[src/rtl/cmt_sumcheck_sequencer_if.sv]
// Prover / entropy / oracle bus of the CMT sumcheck sequencer.
// The master side is the sequencer; the slave side is the environment.
interface cmt_sumcheck_sequencer_if #(
    parameter int UINT_WIDTH = 32,
    parameter int NUM_LAYERS = 4,
    parameter int NUM_BITS   = NUM_LAYERS - 1,
    parameter int LW         = $clog2(NUM_LAYERS + 1)
);
    logic                    rand_bit;
    logic                    rand_valid;
    logic                    rand_ready;
    logic                    poly_valid;
    logic                    poly_ready;
    logic [UINT_WIDTH-1:0]   poly_pt0;
    logic [UINT_WIDTH-1:0]   poly_pt1;
    logic                    qry_valid;
    logic                    qry_ready;
    logic                    qry_final;
    logic [LW-1:0]           qry_layer;
    logic [NUM_BITS-1:0]     qry_gate;
    logic [2*NUM_BITS-1:0]   qry_lbl;
    logic [UINT_WIDTH-1:0]   qry_claim;
    logic                    qry_is_add;
    logic                    qry_ok;
    logic [UINT_WIDTH-1:0]   qry_v0;
    logic [UINT_WIDTH-1:0]   qry_v1;

    modport master (
        output rand_ready, poly_ready, qry_valid, qry_final, qry_layer, qry_gate, qry_lbl,
        input  rand_bit, rand_valid, poly_valid, poly_pt0, poly_pt1,
        input  qry_ready, qry_claim, qry_is_add, qry_ok, qry_v0, qry_v1
    );

    modport slave (
        input  rand_ready, poly_ready, qry_valid, qry_final, qry_layer, qry_gate, qry_lbl,
        output rand_bit, rand_valid, poly_valid, poly_pt0, poly_pt1,
        output qry_ready, qry_claim, qry_is_add, qry_ok, qry_v0, qry_v1
    );
endinterface

[src/rtl/cmt_sumcheck_sequencer.sv]
// CMT verifier top-level sequencer: runs one sumcheck instance per circuit
// layer, drawing challenges from the entropy pin, checking the prover's round
// polynomials and querying the wiring/value oracle for claims and gate checks.
module cmt_sumcheck_sequencer #(
    parameter int UINT_WIDTH = 32,
    parameter int NUM_LAYERS = 4,
    parameter int NUM_BITS   = NUM_LAYERS - 1,
    parameter int LW         = $clog2(NUM_LAYERS + 1),
    parameter int RW         = $clog2(2 * NUM_BITS + 1)
) (
    input  logic                        clk,
    input  logic                        rst,
    input  logic                        start,
    cmt_sumcheck_sequencer_if.master    bus,
    output logic                        busy,
    output logic                        done,
    output logic                        accept,
    output logic [LW-1:0]               layer,
    output logic [RW-1:0]               round
);
    localparam logic [2:0] S_IDLE  = 3'd0;
    localparam logic [2:0] S_SEED  = 3'd1;
    localparam logic [2:0] S_CLAIM = 3'd2;
    localparam logic [2:0] S_POLY  = 3'd3;
    localparam logic [2:0] S_CHAL  = 3'd4;
    localparam logic [2:0] S_FINAL = 3'd5;
    localparam logic [2:0] S_DONE  = 3'd6;

    localparam logic [RW-1:0] LAST_ROUND = RW'(2 * NUM_BITS - 1);
    localparam logic [RW-1:0] SEED_LAST  = RW'(NUM_BITS - 1);
    localparam logic [LW-1:0] LAST_LAYER = LW'(NUM_LAYERS - 1);

    logic [2:0]              state_r;
    logic [2:0]              state_nxt_s;
    logic [RW-1:0]           seed_cnt_r;
    logic [RW-1:0]           round_r;
    logic [LW-1:0]           layer_r;
    logic [NUM_BITS-1:0]     gate_r;
    logic [2*NUM_BITS-1:0]   lbl_r;
    logic [UINT_WIDTH-1:0]   claim_r;
    logic [UINT_WIDTH-1:0]   e_r;
    logic [UINT_WIDTH-1:0]   pt0_r;
    logic [UINT_WIDTH-1:0]   pt1_r;
    logic                    rand_ready_r;
    logic                    poly_ready_r;
    logic                    qry_valid_r;
    logic                    qry_final_r;
    logic                    busy_r;
    logic                    done_r;
    logic                    accept_r;

    logic                    rand_fire_s;
    logic                    poly_fire_s;
    logic                    qry_fire_s;
    logic [UINT_WIDTH-1:0]   poly_sum_s;
    logic [UINT_WIDTH-1:0]   ref_s;
    logic                    poly_bad_s;
    logic [UINT_WIDTH-1:0]   prod_s;
    logic [UINT_WIDTH-1:0]   gate_val_s;
    logic                    final_bad_s;

    // Transfers complete only when the matching ready/valid pair is high.
    assign rand_fire_s = bus.rand_valid & rand_ready_r;
    assign poly_fire_s = bus.poly_valid & poly_ready_r;
    assign qry_fire_s  = bus.qry_ready & qry_valid_r;

    // Round-0 polynomial is checked against the oracle claim, later rounds
    // against the previous round's polynomial evaluated at its challenge.
    assign poly_sum_s  = bus.poly_pt0 + bus.poly_pt1;
    assign ref_s       = (round_r == {RW{1'b0}}) ? claim_r : e_r;
    assign poly_bad_s  = (poly_sum_s != ref_s);
    assign prod_s      = bus.qry_v0 * bus.qry_v1;
    assign gate_val_s  = !bus.qry_ok     ? {UINT_WIDTH{1'b0}} :
                         bus.qry_is_add  ? (bus.qry_v0 + bus.qry_v1) : prod_s;
    assign final_bad_s = (gate_val_s != e_r);

    assign bus.rand_ready = rand_ready_r;
    assign bus.poly_ready = poly_ready_r;
    assign bus.qry_valid  = qry_valid_r;
    assign bus.qry_final  = qry_final_r;
    assign bus.qry_layer  = layer_r;
    assign bus.qry_gate   = gate_r;
    assign bus.qry_lbl    = lbl_r;
    assign busy           = busy_r;
    assign done           = done_r;
    assign accept         = accept_r;
    assign layer          = layer_r;
    assign round          = round_r;

    // Next-state selection for the sequencing FSM.
    always_comb begin
        state_nxt_s = state_r;
        case (state_r)
            S_IDLE, S_DONE: begin
                if (start) state_nxt_s = S_SEED;
                else       state_nxt_s = state_r;
            end
            S_SEED: begin
                if (rand_fire_s && (seed_cnt_r == SEED_LAST)) state_nxt_s = S_CLAIM;
                else                                          state_nxt_s = S_SEED;
            end
            S_CLAIM: begin
                if (qry_fire_s) state_nxt_s = S_POLY;
                else            state_nxt_s = S_CLAIM;
            end
            S_POLY: begin
                if (poly_fire_s) state_nxt_s = poly_bad_s ? S_DONE : S_CHAL;
                else             state_nxt_s = S_POLY;
            end
            S_CHAL: begin
                if (rand_fire_s) state_nxt_s = (round_r == LAST_ROUND) ? S_FINAL : S_POLY;
                else             state_nxt_s = S_CHAL;
            end
            S_FINAL: begin
                if (qry_fire_s) state_nxt_s = (final_bad_s || (layer_r == LAST_LAYER)) ? S_DONE : S_POLY;
                else            state_nxt_s = S_FINAL;
            end
            default: state_nxt_s = S_IDLE;
        endcase
    end

    // State, handshake flags (registered from next state) and datapath registers.
    always_ff @(posedge clk or posedge rst) begin
        if (rst) begin
            state_r      <= S_IDLE;
            seed_cnt_r   <= {RW{1'b0}};
            round_r      <= {RW{1'b0}};
            layer_r      <= {LW{1'b0}};
            gate_r       <= {NUM_BITS{1'b0}};
            lbl_r        <= {(2*NUM_BITS){1'b0}};
            claim_r      <= {UINT_WIDTH{1'b0}};
            e_r          <= {UINT_WIDTH{1'b0}};
            pt0_r        <= {UINT_WIDTH{1'b0}};
            pt1_r        <= {UINT_WIDTH{1'b0}};
            rand_ready_r <= 1'b0;
            poly_ready_r <= 1'b0;
            qry_valid_r  <= 1'b0;
            qry_final_r  <= 1'b0;
            busy_r       <= 1'b0;
            done_r       <= 1'b0;
            accept_r     <= 1'b1;
        end else begin
            state_r      <= state_nxt_s;
            rand_ready_r <= (state_nxt_s == S_SEED) || (state_nxt_s == S_CHAL);
            poly_ready_r <= (state_nxt_s == S_POLY);
            qry_valid_r  <= (state_nxt_s == S_CLAIM) || (state_nxt_s == S_FINAL);
            qry_final_r  <= (state_nxt_s == S_FINAL);
            busy_r       <= (state_nxt_s != S_IDLE) && (state_nxt_s != S_DONE);
            case (state_r)
                S_IDLE, S_DONE: begin
                    if (start) begin
                        layer_r    <= {LW{1'b0}};
                        round_r    <= {RW{1'b0}};
                        gate_r     <= {NUM_BITS{1'b0}};
                        seed_cnt_r <= {RW{1'b0}};
                        done_r     <= 1'b0;
                        accept_r   <= 1'b1;
                    end
                end
                S_SEED: begin
                    if (rand_fire_s) begin
                        gate_r     <= NUM_BITS'({gate_r, bus.rand_bit});
                        seed_cnt_r <= seed_cnt_r + RW'(1);
                    end
                end
                S_CLAIM: begin
                    if (qry_fire_s) claim_r <= bus.qry_claim;
                end
                S_POLY: begin
                    if (poly_fire_s) begin
                        if (poly_bad_s) begin
                            accept_r <= 1'b0;
                            done_r   <= 1'b1;
                        end else begin
                            pt0_r <= bus.poly_pt0;
                            pt1_r <= bus.poly_pt1;
                        end
                    end
                end
                S_CHAL: begin
                    if (rand_fire_s) begin
                        for (int i = 0; i < 2 * NUM_BITS; i++) begin
                            if (round_r == RW'(i)) lbl_r[i] <= bus.rand_bit;
                        end
                        e_r     <= bus.rand_bit ? pt1_r : pt0_r;
                        round_r <= round_r + RW'(1);
                    end
                end
                S_FINAL: begin
                    if (qry_fire_s) begin
                        if (final_bad_s) begin
                            accept_r <= 1'b0;
                            done_r   <= 1'b1;
                        end else if (layer_r == LAST_LAYER) begin
                            done_r <= 1'b1;
                        end else begin
                            claim_r <= bus.qry_v0;
                            gate_r  <= lbl_r[NUM_BITS-1:0];
                            layer_r <= layer_r + LW'(1);
                            round_r <= {RW{1'b0}};
                            lbl_r   <= {(2*NUM_BITS){1'b0}};
                        end
                    end
                end
                default: ;
            endcase
        end
    end
endmodule

[src/flat_wrapper.sv]
// flat-port wrapper written by rule: the top's interface ports become plain ports
module cmt_sumcheck_sequencer_flat 
#(
    parameter int UINT_WIDTH = 32,
    parameter int NUM_LAYERS = 4,
    parameter int NUM_BITS   = NUM_LAYERS - 1,
    parameter int LW         = $clog2(NUM_LAYERS + 1),
    parameter int RW         = $clog2(2 * NUM_BITS + 1)
)
  (clk, rst, start, busy, done, accept, layer, round, bus_rand_ready, bus_poly_ready, bus_qry_valid, bus_qry_final, bus_qry_layer, bus_qry_gate, bus_qry_lbl, bus_rand_bit, bus_rand_valid, bus_poly_valid, bus_poly_pt0, bus_poly_pt1, bus_qry_ready, bus_qry_claim, bus_qry_is_add, bus_qry_ok, bus_qry_v0, bus_qry_v1);
  cmt_sumcheck_sequencer_if #(.UINT_WIDTH(UINT_WIDTH), .NUM_LAYERS(NUM_LAYERS), .NUM_BITS(NUM_BITS), .LW(LW)) bus_i ();
  input  logic clk;
  input  logic rst;
  input  logic start;
  output logic busy;
  output logic done;
  output logic accept;
  output logic [LW-1:0] layer;
  output logic [RW-1:0] round;
  output wire logic [$bits(bus_i.rand_ready)-1:0] bus_rand_ready;
  output wire logic [$bits(bus_i.poly_ready)-1:0] bus_poly_ready;
  output wire logic [$bits(bus_i.qry_valid)-1:0] bus_qry_valid;
  output wire logic [$bits(bus_i.qry_final)-1:0] bus_qry_final;
  output wire logic [$bits(bus_i.qry_layer)-1:0] bus_qry_layer;
  output wire logic [$bits(bus_i.qry_gate)-1:0] bus_qry_gate;
  output wire logic [$bits(bus_i.qry_lbl)-1:0] bus_qry_lbl;
  input wire logic [$bits(bus_i.rand_bit)-1:0] bus_rand_bit;
  input wire logic [$bits(bus_i.rand_valid)-1:0] bus_rand_valid;
  input wire logic [$bits(bus_i.poly_valid)-1:0] bus_poly_valid;
  input wire logic [$bits(bus_i.poly_pt0)-1:0] bus_poly_pt0;
  input wire logic [$bits(bus_i.poly_pt1)-1:0] bus_poly_pt1;
  input wire logic [$bits(bus_i.qry_ready)-1:0] bus_qry_ready;
  input wire logic [$bits(bus_i.qry_claim)-1:0] bus_qry_claim;
  input wire logic [$bits(bus_i.qry_is_add)-1:0] bus_qry_is_add;
  input wire logic [$bits(bus_i.qry_ok)-1:0] bus_qry_ok;
  input wire logic [$bits(bus_i.qry_v0)-1:0] bus_qry_v0;
  input wire logic [$bits(bus_i.qry_v1)-1:0] bus_qry_v1;
  assign bus_rand_ready = bus_i.rand_ready;
  assign bus_poly_ready = bus_i.poly_ready;
  assign bus_qry_valid = bus_i.qry_valid;
  assign bus_qry_final = bus_i.qry_final;
  assign bus_qry_layer = bus_i.qry_layer;
  assign bus_qry_gate = bus_i.qry_gate;
  assign bus_qry_lbl = bus_i.qry_lbl;
  assign bus_i.rand_bit = bus_rand_bit;
  assign bus_i.rand_valid = bus_rand_valid;
  assign bus_i.poly_valid = bus_poly_valid;
  assign bus_i.poly_pt0 = bus_poly_pt0;
  assign bus_i.poly_pt1 = bus_poly_pt1;
  assign bus_i.qry_ready = bus_qry_ready;
  assign bus_i.qry_claim = bus_qry_claim;
  assign bus_i.qry_is_add = bus_qry_is_add;
  assign bus_i.qry_ok = bus_qry_ok;
  assign bus_i.qry_v0 = bus_qry_v0;
  assign bus_i.qry_v1 = bus_qry_v1;
  cmt_sumcheck_sequencer #(.UINT_WIDTH(UINT_WIDTH), .NUM_LAYERS(NUM_LAYERS), .NUM_BITS(NUM_BITS), .LW(LW), .RW(RW)) u_core (.clk(clk), .rst(rst), .start(start), .bus(bus_i), .busy(busy), .done(done), .accept(accept), .layer(layer), .round(round));
endmodule
[config.mk]
export PLATFORM = sky130hd
export DESIGN_NAME = cmt_sumcheck_sequencer_flat
export DESIGN_NICKNAME = d
export VERILOG_FILES = /design/src/rtl/cmt_sumcheck_sequencer_if.sv /design/src/rtl/cmt_sumcheck_sequencer.sv /design/src/flat_wrapper.sv
export SDC_FILE = /design/constraint.sdc
export NUM_CORES = 2
export LEC_CHECK = 0
export BUFFER_PORTS_ARGS = -buffer_cell sky130_fd_sc_hd__buf_2
export CAP_MARGIN = 0
export CELL_PAD_IN_SITES_DETAIL_PLACEMENT = 1
export CELL_PAD_IN_SITES_GLOBAL_PLACEMENT = 1
export CORE_AREA = 2 2 254 256
export CTS_CLUSTER_SIZE = 28
export DETAILED_ROUTE_END_ITERATION = 8
export DIE_AREA = 0 0 256 258
export PLACE_DENSITY_LB_ADDON = 0.1
export RECOVER_POWER = 50
export SYNTH_ARGS = -nofsm -noshare
export SYNTH_HDL_FRONTEND = slang
export SYNTH_SLANG_ARGS = --single-unit
[constraint.sdc]
create_clock -name clk -period 15.5 [get_ports clk]
set_clock_uncertainty 0.1 [all_clocks]
set_input_delay 3.1 -clock clk [delete_from_list [all_inputs] [get_ports clk]]
set_output_delay 3.1 -clock clk [all_outputs]
set_load 0.03 [all_outputs]
==> impl_metrics.csv <==
group,metric,value,unit
synth,netlist_instances,3140,
placed_design,dp.final_hpwl,80400,um
global_route,grt_overflow_total,0,
clock_network,cts_post_setup_buffers_inserted,0,
run_status,outcome,"finished, violations left",
clock_network,cts_hold_repair.buffers,0,
min_path,worst_hold_path_type,"reg -> reg",
min_path,min_from,"u_core.pt0_r[28]",
timing,post-route-period-util,0.826,
route,dr.first_iter.drc_count,1474,
floorplan,core,63600,um^2
global_route,grt_max_degree,88,
global_route,antenna_found_initial,4,
final_layout,multi_input_area,22400,um^2
setup_path,crit_path_max_fanout,28,
min_path,min_to,"u_core.pt0_r[28]",
synth,synth_seq_cells,156,
floorplan,initial_utilization,0.444,
clock_network,cts-resized-gates,0,
final_layout,final_core_utilization,0.475,
route,detail_route.wirelength,101000,um
setup_path,worst_r2r_endpoint,"u_core.pt0_r[1]",
timing,slew_headroom,-1.72,
clock_network,clk_pin_slew_worst_paths,70,ps
setup_path,crit_family,"adder cells",
timing,timing_worst_slew_pin_value,4060,ps
synth,postSynthAreaPerCell,9.00,um^2
placed_design,place.detailed.instances,4013,
placed_design,globalplace.congestion,0.962,
setup_path,critical_path_buffer_and_inverter_count,4,
clock_network,clock_sink_count,156,
timing,max_clock_freq,78.1,MHz
setup_path,slowest_stage,"sky130_fd_sc_hd__nor4_2",
timing,final-setup-viol-count,0,
final_layout,layout.cells.most_common,"sky130_fd_sc_hd__nand2_1",
floorplan,boundaryPins,194,
final_layout,finish.net_count,3951,
timing,report.final.hold_viol_count,0,
synth,synthArstFlopShare,1.00,
floorplan,floorplan.rows,93,
setup_path,crit_top_cell,"sky130_fd_sc_hd__fa_1",
job,timing.max_cap.violations,3,
clock_network,clock_path_buffers,2,
timing,rsz_0062_raised_after_global_routing,"false",
placed_design,io_buffers,193,
floorplan,die_height,258,um
setup_path,reg2reg_from,"u_core.round[0]",
setup_path,worst_ep_arrival_time,13030,ps
final_layout,fillerInstances,7467,
global_route,grt_pass1_vias,26660,
run_status,violations,"capacitance limit, slew limit",
timing,report.final.slew_viol_count,196,
final_layout,synthToLayoutAreaGrowth,6.86,%
clock_network,clock_latency,440,ps
final_layout,fin_cells,4046,
route,routed_wire_length_per_instance,25.0,um
synth,synth.yosys.seq_area_share,0.138,
synth,synth.cell_area,28300,um^2
timing,finalHoldWorstSlack,388,ps
route,antenna_violating_nets_post_route,0,
global_route,track_usage,0.312,
global_route,grt_pass1_wl,159000,um
min_path,hold-path-cell-count,1,
setup_path,timing.reg2reg.setup_slack,9270,ps
timing,finalSetupTns,0,ps
setup_path,timing.critical_path.to_type,"flip-flop",
setup_path,worstRegToRegCells,17,
final_layout,post_route_cells_drive_above_1_share,0.0925,
final_layout,top_library_cells_by_usage_in_the_layout_fill_and_taps_aside,"sky130_fd_sc_hd__nand2_1, sky130_fd_sc_hd__fa_1, sky130_fd_sc_hd__inv_1",
synth,yosys_most_used_dff,"sky130_fd_sc_hd__dfrtp_1",
synth,synthDistinctLibCells,87,
setup_path,crit_required,15720,ps
timing,time_the_final_worst_path_needs_with_i_o_delays_and_setup,12810,ps
setup_path,timing_worst_setup_path_type,"in -> reg",
floorplan,chipWidth,256,um
final_layout,seq_area,3910,um^2
route,avgViaCountPerCell,5.94,
route,drt_pre_antenna_iters,7,
setup_path,start_kind,"primary input",
route,dr_total_vias,24044,
clock_network,cts_buffers,17,
clock_network,clock_tree_from_tritoncts,"done",
synth,synth.net_count,3914,
route,detail_route.drc_violations,0,
synth,synth_edf_count,0,
setup_path,crit_path_max_incr_delay,1070,ps
synth,ys_warn_count,0,
floorplan,overall_die_area,66000,um^2
clock_network,cts_max_level,4,
clock_network,clock-root-buffer,"sky130_fd_sc_hd__clkbuf_16",
==> cells in the mapped netlist (all sizes together) (11+ instances only) <==
library cell / instances / share of area
o21ai: 106 / 0.019
mux2i: 121 / 0.043
nor3: 39 / 0.0073
and3: 11 / 0.0024
a21o: 25 / 0.0066
mux2: 72 / 0.029
nand4: 34 / 0.0075
and2: 195 / 0.043
o21a: 21 / 0.0056
xnor2: 104 / 0.032
a211oi: 26 / 0.0069
nand2: 461 / 0.061
a21oi: 126 / 0.022
ha: 194 / 0.086
clkbuf: 173 / 0.023
o211ai: 16 / 0.0042
xor2: 46 / 0.014
buf: 17 / 0.0050
nand3: 40 / 0.0071
nor2: 97 / 0.013
o22ai: 13 / 0.0029
o31ai: 11 / 0.0029
inv: 327 / 0.043
nor4: 16 / 0.0035
o21bai: 16 / 0.0042
dfrtp: 155 / 0.14
nand2b: 14 / 0.0031
fa: 411 / 0.29
a31oi: 51 / 0.011
a2111oi: 11 / 0.0036
==> metrics by stage <==
step / area [um^2] / setup WS (ps)
after floorplan: 28300 / 4330
after global placement: 29700 / 2550
after detailed placement: 29700 / 2330
after CTS: 30200 / 2820
after global routing: 30200 / 2090
final: 30200 / 2690
==> routing by layer <==
layer  share of wire  wire length [um]  up-vias  GRT usage
met5         0.00013                13        -          0
met1            0.43             43500    12592      0.409
met4           0.032              3290        2      0.103
li1                -                 -    10579          -
met2            0.50             50400      699      0.546
met3           0.040              4010      172     0.0262
==> kinds of logic (layout without fill, tap and decap cells) <==
kind of cell	count (synthesis)	count (layout)	synth area share
AOI/OAI and AO/OA	538	538	0.127
DFF	156	156	0.138
buffers and inverters	518	567	0.0715
and+or+nand+nor	979	979	0.168
muxes	193	193	0.0715
adders and majority gates	605	605	0.377
other	0	2	0
xor gates and xnor gates	151	151	0.0473
==> area by class of cell <==
class	count	share of cell area
multi-input combinational	2466	0.741
tap	855	0.0354
antenna	2	0.000166
clock inverter	12	0.00460
clock buffer	19	0.0147
inverter	328	0.0408
timing repair buffer	208	0.0344
sequential	156	0.129
==> state kept, by name (all words and copies together) (netlist names) <==
name / count
u_core.bus.rand_ready: 1
u_core.pt1_r: 32
u_core.pt0_r: 32
u_core.bus.poly_ready: 1
u_core.seed_cnt_r: 3
u_core.state_r: 3
u_core.bus.qry_gate: 3
u_core.e_r: 32
u_core.bus.qry_lbl: 6
u_core.busy: 1
u_core.bus.qry_valid: 1
u_core.done: 1
u_core.bus.qry_layer: 3
u_core.round: 3
u_core.accept: 1
u_core.bus.qry_final: 1
u_core.claim_r: 32
==> worst max path at each step <==
stage	from	endpoint	slack, ps	cells after the start
2_1_floorplan	bus_qry_v0[13]	u_core.claim_r[5]	4330	31
3_3_place_gp	bus_qry_v0[7]	u_core.bus.qry_lbl[4]	2550	28
3_5_place_dp	bus_qry_v1[4]	u_core.bus.qry_lbl[5]	2330	28
4_1_cts	bus_qry_v1[4]	u_core.bus.qry_lbl[5]	2820	28
5_1_grt	bus_qry_v0[5]	u_core.bus.qry_lbl[4]	2090	27
6_report	bus_qry_v0[5]	u_core.bus.qry_lbl[4]	2690	27
Power is left out: the tool's default activity adds up to more than one toggle a clock period on the data nets, which glitch-free logic cannot reach.
